--- src/rtl/mul_add_reconstruct.sv ---
// Sequential shift-and-add unit: product = multiplicand*multiplier + addend, one multiplier
// bit per cycle; rebuilds a divider's dividend from (divisor, quotient, remainder) and checks it.
module mul_add_reconstruct #(
    parameter int unsigned WIDTH = 4
) (
    input  logic               clk,
    input  logic               rst,
    input  logic               start,
    input  logic [WIDTH-1:0]   multiplicand,
    input  logic [WIDTH-1:0]   multiplier,
    input  logic [WIDTH-1:0]   addend,
    input  logic [2*WIDTH-1:0] expected,
    output logic               busy,
    output logic               done,
    output logic [2*WIDTH-1:0] product,
    output logic               match
);

    localparam int unsigned PW = 2 * WIDTH;
    localparam int unsigned CW = $clog2(WIDTH);
    localparam logic [CW-1:0] LAST = CW'(WIDTH - 1);

    typedef enum logic [1:0] {
        S_IDLE,
        S_BUSY,
        S_DONE
    } state_e;

    state_e           state_q;
    logic [PW-1:0]    acc_q;
    logic [PW-1:0]    mcand_q;
    logic [PW-1:0]    exp_q;
    logic [WIDTH-1:0] mplier_q;
    logic [CW-1:0]    cnt_q;
    logic             busy_q;
    logic             done_q;
    logic             match_q;
    logic [PW-1:0]    acc_d;

    // Accumulator value after the current iteration; the add cannot overflow 2*WIDTH bits.
    always_comb begin
        acc_d = acc_q;
        if (mplier_q[0]) begin
            acc_d = acc_q + mcand_q;
        end
    end

    always_ff @(posedge clk or posedge rst) begin
        if (rst) begin
            state_q  <= S_IDLE;
            acc_q    <= '0;
            mcand_q  <= '0;
            exp_q    <= '0;
            mplier_q <= '0;
            cnt_q    <= '0;
            busy_q   <= 1'b0;
            done_q   <= 1'b0;
            match_q  <= 1'b0;
        end else begin
            unique case (state_q)
                S_IDLE, S_DONE: begin
                    if (start) begin
                        acc_q    <= {{WIDTH{1'b0}}, addend};
                        mcand_q  <= {{WIDTH{1'b0}}, multiplicand};
                        mplier_q <= multiplier;
                        exp_q    <= expected;
                        cnt_q    <= '0;
                        state_q  <= S_BUSY;
                        busy_q   <= 1'b1;
                        done_q   <= 1'b0;
                        match_q  <= 1'b0;
                    end
                end
                S_BUSY: begin
                    // Fixed WIDTH iterations: no early exit when the multiplier runs out of ones.
                    acc_q    <= acc_d;
                    mcand_q  <= mcand_q << 1;
                    mplier_q <= mplier_q >> 1;
                    cnt_q    <= cnt_q + CW'(1);
                    if (cnt_q == LAST) begin
                        state_q <= S_DONE;
                        busy_q  <= 1'b0;
                        done_q  <= 1'b1;
                        match_q <= (acc_d == exp_q);
                    end
                end
                default: begin
                    state_q <= S_IDLE;
                    busy_q  <= 1'b0;
                    done_q  <= 1'b0;
                    match_q <= 1'b0;
                end
            endcase
        end
    end

    assign busy    = busy_q;
    assign done    = done_q;
    assign product = acc_q;
    assign match   = match_q;

endmodule

--- config.mk ---
export PLATFORM = sky130hd
export DESIGN_NAME = mul_add_reconstruct
export DESIGN_NICKNAME = d
export VERILOG_FILES = /design/src/rtl/mul_add_reconstruct.sv
export SDC_FILE = /design/constraint.sdc
export NUM_CORES = 1
export LEC_CHECK = 0
export ABC_AREA = 1
export CAP_MARGIN = 20
export CORE_ASPECT_RATIO = 0.75
export CORE_UTILIZATION = 42
export CTS_CLUSTER_SIZE = 25
export DETAILED_ROUTE_END_ITERATION = 7
export GPL_ROUTABILITY_DRIVEN = 0
export PLACE_DENSITY_LB_ADDON = 0.1
export SLEW_MARGIN = 20
export SYNTH_ARGS = -nofsm -noshare
export SYNTH_HDL_FRONTEND = slang
export SYNTH_SLANG_ARGS = --single-unit
--- constraint.sdc ---
create_clock -name clk -period 3 [get_ports clk]
set_input_delay 0.3 -clock clk [delete_from_list [all_inputs] [get_ports clk]]
set_output_delay 0.3 -clock clk [all_outputs]
set_load 0.005 [all_outputs]
==> results.yml, run 1 <==
clocking:
  clk_latency_ns: 0.28
  cts_max_level: 2
  numCtsBuffers: 5
  path_clk_slew_ns: 0.07
  cts_buffer_depth: 2
  cts_root_buffer: "clkbuf_8"
  post-cts-setup-buffer-count: 0
  cts_tree: "yes"
  clkSinkCount: 34
  holdBufCountCts: 0
  post_cts_resized: 0
yosys:
  synth_edf_count: 0
  ys_seq_elements: 34
  synth-seq-area-share_pct: 43.51
  ys_types: 25
  yosys_warnings: 0
  postSynthAreaPerCell_sq_um: 7.854
  async_reset_ff_share_pct: 100.0
  netlist_area_sq_um: 1956
  ys_dominant_reg_cell: "dfrtp_1"
  synth_nets: 281
  netlist_instances: 249
hold_path:
  worstHoldPathType: "primary input to async pin"
global_route:
  overflow: 0
  grt_pass1_vias: 1563
  grt_pass1_wl_mm: 7.693
  grt_antenna_before_repair: 0
  grt_max_degree: 25
  grt_usage_pct: 21.42
pwr:
  irDropWorstVdd_mv: 0.5451
  p_per_area_nw_per_um2: 1153
  p_leak_nw: 1.231
sta:
  slew_violations: 0
  period_share_pct: 66.59
  slew_headroom_pct: 53.55
  tns_ns: 0
  hold_viol: 0
  period_minus_slack_ns: 1.998
  worst_pin_slew_ns: 0.6960
  setup_viol: 0
  fin_worst_skew_ns: 0.007180
  fmax_mhz: 500.5
  rsz0062_at_grt: "no"
floorplan:
  die_area_sq_um: 4936
  num_rows: 21
  start_util_pct: 43.78
  die_w_um: 80.79
  coreArea_sq_um: 4467
  die_h_um: 61.10
  io_pins: 34
cells_and_area:
  layout_commonest_cell: "nand2_1"
  drive_above_1_share_pct: 7.368
  diodes: 0
  fin_area_sq_um: 2429
  area_growth_pct: 24.18
  mostFrequentLayoutCells: "nand2_1 (70), dfrtp_1 (34), clkdlybuf4s50_1 (33), inv_1 (32), nand3_1 (26)"
  final_cells: 342
  num-nets-final: 316
critical_path:
  end_kind: "register"
  cp_data_required_time_ns: 3.21
  worstReg2RegStart: "product[0]$_DFFE_PP0P_"
  cp-start-kind: "register"
  worstPathArrival_ns: 2.21
  worstSetupPathType: "register to register"
  reg2reg_to: "match$_DFFE_PP0P_"
  r2r_setup_slack_ns: 1.00
  crit_fanout: 3
  r2r_cells: 11
outcome:
  violations: "design-rule violations"
  status: "complete, but fails checks"
drt:
  drc: 2
  routed-via-count: 1722
  vias_per_cell: 5.035
  antenna_left: 0
  wl_mm: 4.573
  first_pass_iters: 7
  drt_iter0_markers: 111
  wl_per_cell_um: 13.37
place:
  postPlaceCellArea_sq_um: 2337
  numPortBuffers: 33
  dp.cells: 334
  dpl.hpwl_mm: 3.370
run:
  maxCapViolations: 0
-- final cells by class --
| class | instances | area, sq um |
|---|---|---|
| tap | 57 | 71.32 |
| clock inverter | 1 | 5.005 |
| inverter | 33 | 123.9 |
| fill | 450 | 2038 |
| timing repair buffer | 37 | 360.3 |
| clock buffer | 7 | 86.33 |
| multi-input combinational | 173 | 930.9 |
| sequential | 34 | 850.8 |
-- flip-flops by register name (all words and copies together) (netlist names) --
signal and flops:
busy 1, cnt_q 2, done 1, exp_q 8, match 1, mcand_q 8, mplier_q 4, product 8
state_q 1
-- worst max-delay path: stages (launching register included) --
cell	delay [ns]
dfrtp_1	0.41
ha_1	0.23
fa_1	0.45
nand2_1	0.10
o21ai_1	0.12
a21oi_2	0.14
nand4_1	0.08
nor2_1	0.12
nand3_1	0.09
nor2_1	0.09
nand2_1	0.06
nand2_1	0.05
-- through the flow --
step | utilization (%) | worst slack (ns) | hold slack, ns | total power [mW]
floorplan | - | 1.190 | 0.4416 | 1.990
global placement | 52.32 | 1.050 | 0.4672 | 2.427
finish | 54.37 | 1.002 | 0.4314 | 2.799
detailed placement | 52.32 | 1.023 | 0.4668 | 2.444
CTS | 54.37 | 0.9995 | 0.4441 | 2.808
global route | 54.37 | 0.8306 | 0.4962 | 3.088
-- power breakdown --
group	leakage, nW	switching [mW]	internal (mW)	total [mW]
Sequential	0.415	0.184	0.678	0.862
Clock	0.0482	0.167	0.185	0.353
Combinational	0.767	0.936	0.649	1.58
Total	1.23	1.29	1.51	2.80
-- kinds of logic (layout without fill, tap and decap cells) --
kind of cell | Yosys count | after routing | share of synthesized area [%]
AND/OR/NAND/NOR | 122 | 122 | 27.89
buffers and inverters | 42 | 78 | 8.893
adder cells (fa/ha/maj) | 9 | 9 | 6.142
multiplexers | 2 | 2 | 1.152
XOR/XNOR | 2 | 2 | 0.8959
flip-flops | 34 | 34 | 43.51
AO/OA/AOI/OAI | 38 | 38 | 11.52
-- routing by layer --
| metal | track usage [%] | routed length [um] | vias up |
|---|---|---|---|
| met5 | 0 | 0 | - |
| met3 | 5.037 | 272 | 4 |
| met2 | 30.27 | 1827 | 47 |
| li1 | - | - | 889 |
| met1 | 32.80 | 2444 | 782 |
| met4 | 5.357 | 29 | 0 |
-- worst max-delay path by stage --
stage	start	to
final	product[0]$_DFFE_PP0P_	match$_DFFE_PP0P_
after floorplan	product[0]$_DFFE_PP0P_	match$_DFFE_PP0P_
after global placement	product[0]$_DFFE_PP0P_	match$_DFFE_PP0P_
after detailed placement	product[0]$_DFFE_PP0P_	match$_DFFE_PP0P_
after CTS	product[0]$_DFFE_PP0P_	match$_DFFE_PP0P_
after global routing	product[0]$_DFFE_PP0P_	match$_DFFE_PP0P_
-- cell usage after synthesis, types with 2 or more instances --
cell,n,share of area (%)
nand3b_1,3,1.2
dfrtp_1,34,44
buf_2,7,1.8
xor2_1,2,0.90
inv_1,32,6.1
o21ai_1,2,0.51
o211ai_1,6,2.3
o22ai_1,10,3.2
nor2_1,16,3.1
nand3_2,2,1.0
nand2_1,70,13
o21ai_0,8,2.0
mux2_2,2,1.2
ha_1,8,5.1
a21oi_2,2,0.90
nand3_1,26,6.7
a21oi_1,10,2.6
nand4_1,2,0.64
(Power assumes the default switching activity.)
==> run 2: changes to the inputs <==
==> constraint.sdc (replaced) <==
create_clock -name clk -period 2.05 [get_ports clk]
set_input_delay 0.205 -clock clk [delete_from_list [all_inputs] [get_ports clk]]
set_output_delay 0.205 -clock clk [all_outputs]
set_load 0.005 [all_outputs]
==> run 2 against run 1 <==
The flow still finishes with violations (design-rule violations). Final area rose by 4.4%. Highest routed layer unchanged. Register-to-register slack got worse by 0.84 ns. Power increased by 59%. Clock skew up 0.0011 ns.
==> results.yml, run 2 (same netlist as run 1, synthesis figures left out) <==
cells_and_area:
  num-nets-final: 320
  drive_above_1_share_pct: 10.38
  layout_commonest_cell: "nand2_1"
  diodes: 0
  area_growth_pct: 29.62
  mostFrequentLayoutCells: "nand2_1 (69), dfrtp_1 (34), clkdlybuf4s50_1 (33), inv_1 (32), nand3_1 (25)"
clocking:
  numCtsBuffers: 5
  cts_tree: "yes"
  cts_max_level: 2
  path_clk_slew_ns: 0.07
  cts_buffer_depth: 2
  clk_latency_ns: 0.29
  clkSinkCount: 34
  cts_root_buffer: "clkbuf_8"
place:
  pre_cts_ws_ns: 0.08084
  dpl.hpwl_mm: 3.316
  numPortBuffers: 33
pwr:
  pwr-share-comb_pct: 54.6
  seq_power_share_pct: 28.2
  p_leak_nw: 1.277
  irDropWorstVdd_mv: 0.8256
  power_switching_mw: 1.919
  switching_share_pct: 42.98
  pwr-share-clk_pct: 17.2
  p_int_mw: 2.546
  p_per_area_nw_per_um2: 1761
sta:
  fin_worst_skew_ns: 0.008236
  slew_headroom_pct: 70.28
  setup_viol: 0
  rsz0062_at_grt: "no"
  tns_ns: 0
  slew_violations: 0
  hold_viol: 0
  timing.final.ws_setup_ns: 0.1597
  worst_pin_slew_ns: 0.4459
  period_share_pct: 92.21
  period_minus_slack_ns: 1.890
  fmax_mhz: 529.0
outcome:
  status: "complete, but fails checks"
  violations: "design-rule violations"
global_route:
  grt_usage_pct: 20.97
  overflow: 0
  grt_pass1_wl_mm: 7.403
  grt_pass1_vias: 1511
  grt_max_degree: 35
  grt_antenna_before_repair: 0
run:
  maxCapViolations: 0
critical_path:
  r2r_setup_slack_ns: 0.16
  end_kind: "register"
  worstSetupPathType: "register to register"
  crit_fanout: 2
  reg2reg_to: "match$_DFFE_PP0P_"
  worstReg2RegStart: "product[0]$_DFFE_PP0P_"
  cp-start-kind: "register"
  worstPathArrival_ns: 2.12
  cp_data_required_time_ns: 2.28
  r2r_cells: 11
drt:
  antenna_left: 0
  first_pass_iters: 7
  drt_iter0_markers: 85
  routed-via-count: 1723
  vias_per_cell: 4.980
  wl_per_cell_um: 13.16
  drc: 2
  wl_mm: 4.555
floorplan:
  coreArea_sq_um: 4467
  die_w_um: 80.79
  start_util_pct: 43.78
  die_area_sq_um: 4936
  die_h_um: 61.10
  io_pins: 34
  num_rows: 21
hold_path:
  worstHoldPathType: "primary input to async pin"
[run 2: routing by layer]
metal / GRT usage, % / vias to the layer above / wire length, um
met5: 0 / - / 0
met4: 7.653 / 0 / 51
met3: 4.889 / 5 / 213
met2: 29.66 / 40 / 1877
met1: 31.27 / 786 / 2413
li1: - / 892 / -
[run 2: worst max-delay path, cell delays in order (launching register included)]
cell and delay, ns:
dfrtp_1 0.39, ha_2 0.20, fa_2 0.41, nand2_1 0.09, o21ai_1 0.12, a21oi_2 0.14
nand4_1 0.07, nor2_1 0.11, nand3_1 0.09, nor2_1 0.09, nand2_1 0.06, nand2_1 0.05
[run 2: worst max path at each step]
stage	start	endpoint	slack, ns	depth (start not counted)
floorplan	product[0]$_DFFE_PP0P_	match$_DFFE_PP0P_	0.24	14
global placement	product[0]$_DFFE_PP0P_	match$_DFFE_PP0P_	0.12	11
detailed placement	product[0]$_DFFE_PP0P_	match$_DFFE_PP0P_	0.08	11
CTS	product[0]$_DFFE_PP0P_	match$_DFFE_PP0P_	0.07	11
global route	product[0]$_DFFE_PP0P_	match$_DFFE_PP0P_	0.02	14
finish	product[0]$_DFFE_PP0P_	match$_DFFE_PP0P_	0.16	11
[run 2: cell type report]
class,count,area [sq um]
tap,57,71.32
multi-input combinational,173,943.4
sequential,34,850.8
timing repair buffer,41,402.9
inverter,33,123.9
clock buffer,6,82.58
clock inverter,2,60.06
fill,421,1932
[run 2: timing repair]
| item | in CTS | in global routing |
|---|---|---|
| hold buffers | 0 | 0 |
| setup buffers | 0 | 2 |
| gates resized for setup | 0 | 4 |
| setup endpoints to repair | 0 | 1 |
[run 2: power by group through the flow]
stage / logic, mW / registers [mW] / clock network [mW]
2_1_floorplan: 1.72 / 1.20 / 0
3_3_place_gp: 2.35 / 1.27 / 0
3_5_place_dp: 2.36 / 1.27 / 0
4_1_cts: 2.39 / 1.26 / 0.784
5_1_grt: 2.76 / 1.29 / 0.831
6_report: 2.44 / 1.26 / 0.766
[run 2: stage by stage]
step	util [%]	total power [mW]	std cells	area [sq um]	hold slack [ns]
finish	56.75	4.465	346	2535	0.3156
global placement	52.94	3.619	336	2365	0.4630
CTS	56.13	4.428	344	2507	0.3221
detailed placement	52.94	3.633	336	2365	0.4639
floorplan	-	2.912	249	1956	0.3466
global route	56.75	4.883	346	2535	0.3842
==> run 3: changes to the inputs <==
--- a/config.mk
+++ b/config.mk
@@ -12,8 +12,9 @@
 export CTS_CLUSTER_SIZE = 25
 export DETAILED_ROUTE_END_ITERATION = 7
 export GPL_ROUTABILITY_DRIVEN = 0
-export PLACE_DENSITY_LB_ADDON = 0.1
+export PLACE_DENSITY = 0.66
 export SLEW_MARGIN = 20
 export SYNTH_ARGS = -nofsm -noshare
 export SYNTH_HDL_FRONTEND = slang
 export SYNTH_SLANG_ARGS = --single-unit
+export TNS_END_PERCENT = 30
==> constraint.sdc (replaced) <==
create_clock -name clk -period 2.2 [get_ports clk]
set_input_delay 0.22 -clock clk [delete_from_list [all_inputs] [get_ports clk]]
set_output_delay 0.22 -clock clk [all_outputs]
set_load 0.005 [all_outputs]
==> run 3 against run 2 <==
Critical path type unchanged. First-iteration DRC count rose by 80%. Sequential cell count unchanged. Hold slack better by 0.012 ns. Sequential share of layout area is 1.3 points higher. The flow now finishes without violations.
==> results.yml, run 3 (same netlist as run 1, synthesis figures left out) <==
cells_and_area:
  area_growth_pct: 24.76
  diodes: 0
  multi_input_area_sq_um: 930.9
  regArea_sq_um: 850.8
  drive_above_1_share_pct: 8.042
  num-nets-final: 317
  fill_cells: 433
  mostFrequentLayoutCells: "nand2_1 (70), dfrtp_1 (34), clkdlybuf4s50_1 (33), inv_1 (32), nand3_1 (26)"
  layout_commonest_cell: "nand2_1"
  fin_area_sq_um: 2440
floorplan:
  coreArea_sq_um: 4467
  num_rows: 21
  die_w_um: 80.79
  die_h_um: 61.10
  die_area_sq_um: 4936
  start_util_pct: 43.78
  io_pins: 34
clocking:
  holdBufCountCts: 0
  path_clk_slew_ns: 0.08
  numCtsBuffers: 5
  clkSinkCount: 34
  cts_tree: "yes"
  cts_buffer_depth: 2
  post-cts-setup-buffer-count: 0
  cts_root_buffer: "clkbuf_8"
  post_cts_resized: 0
  clk_latency_ns: 0.30
  cts_max_level: 2
sta:
  tns_ns: 0
  timing.final.ws_setup_ns: 0.2217
  period_minus_slack_ns: 1.978
  setup_viol: 0
  fmax_mhz: 505.5
  worst_pin_slew_ns: 0.5084
  hold_viol: 0
  hold_ws_ns: 0.3277
  fin_worst_skew_ns: 0.008458
  period_share_pct: 89.92
  slew_violations: 0
  slew_headroom_pct: 66.02
  rsz0062_at_grt: "no"
global_route:
  grt_usage_pct: 23.59
  grt_pass1_wl_mm: 8.307
  grt_max_degree: 35
  overflow: 0
  grt_pass1_vias: 1657
  grt_antenna_before_repair: 0
drt:
  drt_iter0_markers: 153
  antenna_left: 0
  drc: 0
  first_pass_iters: 5
  wl_per_cell_um: 14.08
  wl_mm: 4.828
  routed-via-count: 1775
  vias_per_cell: 5.175
hold_path:
  worstHoldPathType: "primary input to async pin"
critical_path:
  crit_fanout: 3
  cp_top_family: "adder cells"
  end_kind: "register"
  path_cells: "ha_1, fa_1, nand2_1, o21ai_1, a21oi_2, nand4_1, nor2_1, nand3_1, nor2_1, nand2_1, nand2_1"
  path_buf_inv: 0
  cp-start-kind: "register"
  cp_slowest_stage_delay_ns: 0.44
  cpMostUsedCell: "nand2_1"
  worstSetupPathType: "register to register"
  cp_slowest_cell: "fa_1"
  cp_data_required_time_ns: 2.44
  worstPathArrival_ns: 2.22
pwr:
  p_int_mw: 2.063
  seq_power_share_pct: 30.5
  irDropWorstVdd_mv: 0.9027
  switching_share_pct: 46.90
  p_leak_nw: 1.234
  power_switching_mw: 1.822
  pwr-share-clk_pct: 12.9
  pwr-share-comb_pct: 56.6
  total_power_mw: 3.885
  p_per_area_nw_per_um2: 1593
run:
  maxCapViolations: 0
place:
  numPortBuffers: 33
  pre_cts_ws_ns: 0.2366
  postPlaceCellArea_sq_um: 2345
  dpl.hpwl_mm: 3.480
outcome:
  status: "complete, no violations"
## run 3: cell count changes in the layout (fill, tap and decap cells not counted), sizes merged
cell | before | now
buf | 8 | 5
bufinv | 2 | 0
clkinv | 0 | 1
clkinvlp | 0 | 1
## run 3: through the flow
stage | util (%) | std cells
detailed placement | 52.49 | 335
global placement | 52.49 | 335
floorplan | - | 249
global route | 54.62 | 343
finish | 54.62 | 343
CTS | 54.62 | 343
## run 3: final timing paths
check,from,end,slack [ns],cells after the start
worst max-delay path,product[0]$_DFFE_PP0P_,match$_DFFE_PP0P_,0.22,11
worst min-delay path,rst,match$_DFFE_PP0P_,0.33,3
worst max register to register,product[0]$_DFFE_PP0P_,match$_DFFE_PP0P_,0.22,11
worst min register to register,cnt_q[0]$_DFFE_PP0P_,cnt_q[0]$_DFFE_PP0P_,0.49,1
max in group asynchronous,rst,mcand_q[2]$_DFFE_PP0P_,1.55,3
min in group clk,cnt_q[0]$_DFFE_PP0P_,cnt_q[0]$_DFFE_PP0P_,0.49,1
## run 3: area by class of cell
cell class,count,area share [%]
clock buffer,6,3.385
clock inverter,2,0.5128
inverter,33,5.077
multi-input combinational,173,38.15
sequential,34,34.87
tap,57,2.923
timing repair buffer,38,15.08
## run 3: routing by layer
metal / routed length, um / vias to the layer above / GRT usage (%)
met5: 0 / - / 0
met4: 61 / 0 / 7.398
met3: 261 / 8 / 6.222
met2: 2013 / 51 / 33.78
met1: 2491 / 823 / 34.86
li1: - / 893 / -
## run 3: worst register-to-register path, stage by stage, from the launching register on
cell and delay (ns):
dfrtp_1 0.41, ha_1 0.24, fa_1 0.44, nand2_1 0.10, o21ai_1 0.12, a21oi_2 0.14, nand4_1 0.09, nor2_1 0.11
nand3_1 0.08, nor2_1 0.09, nand2_1 0.06, nand2_1 0.05
## run 3: power by group through the flow
stage          Clock, mW  Combinational (mW)  Sequential [mW]
2_1_floorplan          0                1.60             1.12
6_report           0.502                2.20             1.18
3_5_place_dp           0                2.18             1.20
5_1_grt            0.551                2.50             1.23
4_1_cts            0.508                2.20             1.18
3_3_place_gp           0                2.13             1.18
